[src/rtl/hazard_forward_ctrl_pkg.sv]
// Shared encodings for the ID/EX hazard and forwarding controller.
// Used by hazard_forward_ctrl (optional feature macro: HAZARD_FORWARDING_EN).
package hazard_forward_ctrl_pkg;

    localparam logic [1:0] SEL_REG = 2'b00;
    localparam logic [1:0] SEL_MEM = 2'b01;
    localparam logic [1:0] SEL_WB  = 2'b10;

    localparam logic [3:0] PC_IDX = 4'd15;

    typedef enum logic {RUN, FLUSH} fsm_state_e;

    // The PC is never produced through the pipeline, so it never matches.
    function automatic logic src_match(input logic       valid,
                                       input logic       wb_en,
                                       input logic [3:0] src,
                                       input logic [3:0] dst);
        return valid & wb_en & (src == dst) & (src != PC_IDX);
    endfunction

    // EXE producer is younger than MEM producer, so it wins.
    function automatic logic [1:0] fwd_sel(input logic match_exe, input logic match_mem);
        if (match_exe) begin
            return SEL_MEM;
        end else if (match_mem) begin
            return SEL_WB;
        end
        return SEL_REG;
    endfunction

endpackage

[src/rtl/hazard_forward_ctrl_sat_counter.sv]
// Saturating up-counter with asynchronous active-high reset.
module sat_counter #(
    parameter int unsigned COUNT_W = 16
) (
    input  logic               clk,
    input  logic               rst,
    input  logic               inc,
    output logic [COUNT_W-1:0] count
);

    logic [COUNT_W-1:0] count_q;

    always_ff @(posedge clk or posedge rst) begin
        if (rst) begin
            count_q <= '0;
        end else if (inc && (count_q != '1)) begin
            count_q <= count_q + COUNT_W'(1);
        end
    end

    assign count = count_q;

endmodule

[src/rtl/hazard_forward_ctrl.sv]
// Load-use stall, branch flush sequencing and EXE operand forwarding selects.
// HAZARD_FORWARDING_EN enables forwarding; otherwise hazards stall until resolved.
module hazard_forward_ctrl
    import hazard_forward_ctrl_pkg::*;
#(
    parameter int unsigned COUNT_W     = 16,
    parameter int unsigned FLUSH_EXTRA = 0
) (
    input  logic               clk,
    input  logic               rst,
    input  logic               id_valid,
    input  logic [3:0]         id_src1,
    input  logic [3:0]         id_src2,
    input  logic               id_two_src,
    input  logic [3:0]         exe_dst,
    input  logic               exe_wb_en,
    input  logic               exe_mem_read,
    input  logic               exe_b_taken,
    input  logic [3:0]         mem_dst,
    input  logic               mem_wb_en,
    output logic [1:0]         sel_src1,
    output logic [1:0]         sel_src2,
    output logic               stall,
    output logic               flush,
    output logic [COUNT_W-1:0] stall_cnt,
    output logic [COUNT_W-1:0] flush_cnt
);

    localparam logic [3:0] FLUSH_LOAD = 4'(FLUSH_EXTRA);

    fsm_state_e state_q;
    logic [3:0] left_q;
    logic       m1e, m1m, m2e, m2m;
    logic       hazard;

    always_comb begin
        m1e = src_match(id_valid, exe_wb_en, id_src1, exe_dst);
        m1m = src_match(id_valid, mem_wb_en, id_src1, mem_dst);
        m2e = id_two_src & src_match(id_valid, exe_wb_en, id_src2, exe_dst);
        m2m = id_two_src & src_match(id_valid, mem_wb_en, id_src2, mem_dst);
`ifdef HAZARD_FORWARDING_EN
        hazard = exe_mem_read & (m1e | m2e);
`else
        hazard = m1e | m1m | m2e | m2m;
`endif
    end

    // A hazard seen alongside a flush belongs to the wrong path.
    always_comb begin
        flush = ~rst & ((state_q == FLUSH) | exe_b_taken);
        stall = ~rst & ~flush & hazard;
    end

    always_ff @(posedge clk or posedge rst) begin
        if (rst) begin
            state_q <= RUN;
            left_q  <= '0;
        end else begin
            case (state_q)
                RUN: begin
                    if (exe_b_taken && (FLUSH_EXTRA > 0)) begin
                        state_q <= FLUSH;
                        left_q  <= FLUSH_LOAD;
                    end
                end
                FLUSH: begin
                    if (left_q <= 4'd1) begin
                        state_q <= RUN;
                        left_q  <= '0;
                    end else begin
                        left_q <= left_q - 4'd1;
                    end
                end
                default: begin
                    state_q <= RUN;
                    left_q  <= '0;
                end
            endcase
        end
    end

`ifdef HAZARD_FORWARDING_EN
    logic [1:0] sel1_d, sel2_d;
    logic [1:0] sel1_q, sel2_q;

    always_comb begin
        sel1_d = SEL_REG;
        sel2_d = SEL_REG;
        if (!(stall || flush)) begin
            sel1_d = fwd_sel(m1e, m1m);
            sel2_d = fwd_sel(m2e, m2m);
        end
    end

    always_ff @(posedge clk or posedge rst) begin
        if (rst) begin
            sel1_q <= SEL_REG;
            sel2_q <= SEL_REG;
        end else begin
            sel1_q <= sel1_d;
            sel2_q <= sel2_d;
        end
    end

    assign sel_src1 = sel1_q;
    assign sel_src2 = sel2_q;
`else
    logic unused_mem_read;
    assign unused_mem_read = exe_mem_read;
    assign sel_src1        = SEL_REG;
    assign sel_src2        = SEL_REG;
`endif

    sat_counter #(
        .COUNT_W(COUNT_W)
    ) u_stall_cnt (
        .clk  (clk),
        .rst  (rst),
        .inc  (stall),
        .count(stall_cnt)
    );

    sat_counter #(
        .COUNT_W(COUNT_W)
    ) u_flush_cnt (
        .clk  (clk),
        .rst  (rst),
        .inc  (flush),
        .count(flush_cnt)
    );

endmodule

[config.mk]
export PLATFORM = sky130hd
export DESIGN_NAME = hazard_forward_ctrl
export DESIGN_NICKNAME = d
export VERILOG_FILES = /design/src/rtl/hazard_forward_ctrl_pkg.sv /design/src/rtl/hazard_forward_ctrl_sat_counter.sv /design/src/rtl/hazard_forward_ctrl.sv
export SDC_FILE = /design/constraint.sdc
export NUM_CORES = 1
export LEC_CHECK = 0
export CORE_ASPECT_RATIO = 0.6
export CORE_UTILIZATION = 30
export CTS_BUF_LIST = sky130_fd_sc_hd__clkbuf_4 sky130_fd_sc_hd__clkbuf_8
export CTS_CLUSTER_DIAMETER = 60
export DETAILED_ROUTE_END_ITERATION = 10
export GPL_TIMING_DRIVEN = 1
export SYNTH_ARGS = -nofsm -noshare
export SYNTH_HDL_FRONTEND = slang
export SYNTH_SLANG_ARGS = --single-unit
[constraint.sdc]
create_clock -name clk -period 3.15 [get_ports clk]
set_input_delay 0.63 -clock clk [delete_from_list [all_inputs] [get_ports clk]]
set_output_delay 0.63 -clock clk [all_outputs]
set_load 0.05 [all_outputs]
# Yosys cells after proc, flatten, opt, wreduce, memory -nomap -nowiden
# Cells that the tools add are included.
[classes]
muxes = 3
order_cmp = 1
bitwise_logic = 21
eq_ne = 8
addsub = 3
reduce_logical = 2
[op_table]
columns = ["cell", "n"]
rows = [
  ["adder 16 x 1 -> 16 bit, second input constant", 2],
  ["inequality test 16 bit, second input constant", 2],
  ["== test 4 bit", 4],
  ["bitwise AND 1 bit", 15],
  ["inequality test 4 bit, second input constant", 2],
  ["less-or-equal comparator 4 x 1 -> 1 bit, second input constant", 1],
  ["two-way mux 4 bit", 1],
  ["OR 1 bit", 4],
  ["subtractor 4 x 1 -> 4 bit, second input constant", 1],
  ["logical AND 1 bit", 2],
  ["two-way mux 1 bit", 2],
  ["inverter 1 bit", 2],
]
[totals]
out_inout_bits = 38
elab_cells = 42
in_bits = 24
regBits = 37

# Depth between registers and ports, before layout
[depth]
ltp_word = 8
mapped_depth = 8
mapped_depth_nobuf = 7

# Hierarchy
# A second synthesis with hierarchy kept.
[hier_totals]
cells_unflattened = 199
area_unflattened_um2 = 2109.5
[modules_own_cells]
columns = ["module", "area_per_inst_um2", "n_inst", "cells_per_inst", "seq_area_each_um2"]
rows = [
  ["sat_counter", 805.8, 2, 71, 400.4],
  ["hazard_forward_ctrl", 498.0, 1, 57, 125.1],
]

# Worst setup path after synthesis
# No wires, ideal clock.
[synth_timing]
path_kind = "input port to output port"
startpoint = "input port rst"
endpoint = "output port stall"
path_buffers = 0
t_arrival_ps = 2611
slack_ps = -91
cell_stages = 3
t_required_ps = 2520
cell_sequence = "inv_1 nand2_1 nor2_1"
[synth_via]
elab_chain_len = 5
[synth_rtl]
columns = ["element", "line_no", "rtl"]
rows = [
  ["start, declared", "hazard_forward_ctrl.sv:10", "input logic rst,"],
  ["inverter 1 bit (*)", "hazard_forward_ctrl.sv:50, hazard_forward_ctrl.sv:51", ""],
  ["bitwise AND 1 bit", "hazard_forward_ctrl.sv:50", "flush = ~rst & ((state_q == FLUSH) | exe_b_taken);"],
  ["inverter 1 bit", "hazard_forward_ctrl.sv:51", "stall = ~rst & ~flush & hazard;"],
  ["bitwise AND 1 bit (*) (2 in a row)", "hazard_forward_ctrl.sv:51", ""],
  ["end, declared", "hazard_forward_ctrl.sv:23", "output logic stall,"],
]
# Mark *: on every way between the ends. The rest lies on a longest branch, timed or not.

# Worst setup path after layout
[layout_timing]
startpoint = "input port id_src1[3]"
endpoint = "output port stall"
[layout_via]
elab_chain_len = 7
elab_cells_between_ends = 11
cone_classes = "eq/ne (3); bitwise (8)"
[layout_rtl]
columns = ["element", "line_no", "rtl"]
rows = [
  ["start, declared", "hazard_forward_ctrl.sv:12", "input logic [3:0] id_src1,"],
  ["== test 4 bit", "hazard_forward_ctrl_pkg.sv:18", "return valid & wb_en & (src == dst) & (src != PC_IDX);"],
  ["bitwise AND 1 bit (2 in a row)", "hazard_forward_ctrl_pkg.sv:18", ""],
  ["OR 1 bit (*) (3 in a row)", "hazard_forward_ctrl.sv:44", "hazard = m1e | m1m | m2e | m2m;"],
  ["bitwise AND 1 bit (*)", "hazard_forward_ctrl.sv:51", ""],
]
# Marked as above.

==> metrics.txt <==
Initial Util=about 31%; mean area per synthesized cell=10.12 sq um; largest family of logic cells by synthesized area=simple AND/OR/NAND/NOR gates; cell area after synthesis=roughly 2100 sq um; Compound-Gate Fraction of Synth Area=3.241%; Combinational Power Share=about 30%; row cnt=23; pin count of the biggest net entering global routing=31; Die X=about 110 um; post-synthesis xor/xnor area fraction=17.65%; final non-filler cell total=between 300 and 400; Yosys top cell area share=44.42%; # IOs=62; GPL Wtd Cong=between 0.8 and 0.9; wirelength, routed=4804 um; Mapped Cells=206; H-tree depth=2; Clock power frac=30.0%; TritonCTS buffer count=5; # fillers=657; total track usage=14.32%; commonest non-fill, non-tap cell in the layout=clkdlybuf4s50_1; core footprint=6705 sq um; Synth area leaders=dfrtp_1 (44%), xor2_1 (11%), xnor2_1 (6.3%); ant diodes=0; Clock Tree Buf Depth=2; most frequent cells in the layout=clkdlybuf4s50_1 (54), dfrtp_1 (37), xor2_1 (27); clock latency on the worst-skew pair=0.29 ns; Worst Hold Class=flop to flop; CP Launch Point=id_src1[3]; Final Hold Fails=0; skew final=between 0.004 and 0.005 ns; # setup viols final=0; post-CTS setup buffer count=0; fin. max-slew vios=0; largest area contributor in the netlist=dfrtp_1; part of the power in registers=40.6%; CP Capture Type=output port; first-pass GRT wire length=7921 um; initial antenna violation count=0; mux share of post-synthesis cell area=2.641%; chip height=between 60 and 70 um; CTS hold repair buffers=0; Max FO, Critical Path=4; Worst-Margin Slew=0.5286 ns; DR vias=1655; clock root cell=clkbuf_8; met3 WL post-DR=~120 um; power density over the cells=507.4 nW/um^2; NetSw=0.5085 mW; Post-DRT Antenna Nets=0; Peak VDD IR=0.2205 mV; Overall Power=1.446 mW; layout cell share with drive strength beyond 1=a little under 9%; DRC errors left=0; net switching fraction of the power=35.18%; Max Used Layer=met4; synth warn=0; Setup Crit Path Kind=primary input to output port; gr ovfl total=0; post-synthesis sequential area ratio=between 40% and 50%; Port Buf Inserts=56; M1 wire length=2622 um; Static Leak=1.263 nW; CTS resizes=0; RSZ-0062 raised after global routing=false; Yosys cell types=36; CTS tree=yes; vias in the first global route=~1600; RR Startpoint=u_stall_cnt.count[0]$_DFFE_PP0P_; metal2 WL=around 2000 um; adder-cell share of the synthesized area=2.401%; status=finished clean; # Max-Cap Violations=0; Cells after DPL=between 300 and 400; die footprint=~7300 sq um; worst endpoint required time=roughly 2.5 ns; DR iter-0 viols=66; Layout area overhead=36.67%; post-synthesis simple-gate area fraction=around a quarter; worst slack, placed=0.2408 ns; Slew HR=64.65%; Worst-path clk slew=0.08 ns; internal power=0.9371 mW; final period utilization=roughly 93%; routed length per instance=13.49 um; Pre-Repair DR Iteration Count=4; setup TNS=0 ns; R2R cell count=7; minimum clock period=2.942 ns; CP Launch Type=primary input; WHS Path Cells=1; synthesized flop and latch total=37; Final #Nets=296; critical hold path startpoint=u_stall_cnt.count[10]$_DFFE_PP0P_; Worst EP arrival=between 2 and 2.5 ns; vias per cell=4.649; DP HPWL=3732 um; clock sinks=37; Fmax=approximately 340 MHz; final worst slack=0.2080 ns
==> cells by family (layout without fill, tap and decap cells) <==
| group | Yosys count | after routing |
|---|---|---|
| compound gates | 11 | 11 |
| mux | 5 | 5 |
| other cells | 1 | 4 |
| flops | 37 | 37 |
| simple gates | 91 | 91 |
| buf+inv | 15 | 75 |
| xor+xnor | 42 | 42 |
| fa+ha+maj | 4 | 4 |
==> layer usage <==
layer / vias to the layer above / global-route usage, %
met3: 2 / 2.935
met4: 0 / 3.000
met2: 21 / 20.20
met1: 793 / 22.05
met5: - / 0
li1: 839 / -
==> power groups by stage <==
stage	Clock, mW	Combinational (mW)	Sequential (mW)
after global placement	0	0.422	0.597
after global routing	0.467	0.452	0.599
after floorplan	0	0.116	0.747
after CTS	0.449	0.428	0.588
after detailed placement	0	0.425	0.598
final	0.434	0.424	0.587
==> path summary, 6_finish.rpt <==
path	to	slack, ns
min reg2reg	u_stall_cnt.count[10]$_DFFE_PP0P_	0.49
max in group asynchronous	left_q[2]$_DFFE_PP0P_	1.87
max reg2reg	u_stall_cnt.count[9]$_DFFE_PP0P_	0.90
max	stall	0.21
min in group asynchronous	u_stall_cnt.count[2]$_DFFE_PP0P_	0.66
min	u_stall_cnt.count[10]$_DFFE_PP0P_	0.49
==> synth_stat cells, drive strengths merged <==
library cell,number
dfrtp,37
xor2,27
nand2,19
xnor2,15
nand3,13
nor2,11
nor3,11
nand4,10
nor4,10
and3,7
buf,7
inv,7
o21ai,5
ha,4
mux2,4
a31oi,2
and4,2
nand2b,2
or3,2
a21o,1
a41oi,1
and2,1
and4bb,1
clkbuf,1
conb,1
mux2i,1
nor4b,1
o22ai,1
o31ai,1
or4b,1
==> final cells by class <==
| class | count | area (sq um) | area share (%) |
|---|---|---|---|
| Multi-Input combinational cell | 157 | 1079 | 37.86 |
| Sequential cell | 37 | 925.9 | 32.50 |
| Timing Repair Buffer | 60 | 585.6 | 20.55 |
| Tap cell | 87 | 108.9 | 3.821 |
| Clock buffer | 6 | 82.58 | 2.899 |
| Clock inverter | 2 | 37.54 | 1.318 |
| Inverter | 7 | 30.03 | 1.054 |
==> worst max-delay path, cell delays in order <==
cell and delay [ns]:
clkdlybuf4s50_1 0.51, xor2_1 0.20, nor4_1 0.24, o21ai_0 0.14, and4bb_1 0.24, nor2_1 0.13, buf_4 0.22
==> state kept, by name, summed over array words and instances, names as in the netlist <==
signal / flops
u_stall_cnt.count: 16
u_flush_cnt.count: 16
state_q: 1
left_q: 4
==> stage by stage <==
| stage | util [%] | hold slack (ns) | area (sq um) |
|---|---|---|---|
| after global routing | 42.49 | 0.5200 | 2849 |
| after floorplan | - | 0.4735 | 2100 |
| final | 42.49 | 0.4926 | 2849 |
| after detailed placement | 40.70 | 0.4841 | 2729 |
| after global placement | 40.70 | 0.4845 | 2729 |
| after CTS | 42.49 | 0.4995 | 2849 |
(Power assumes the default switching activity.)
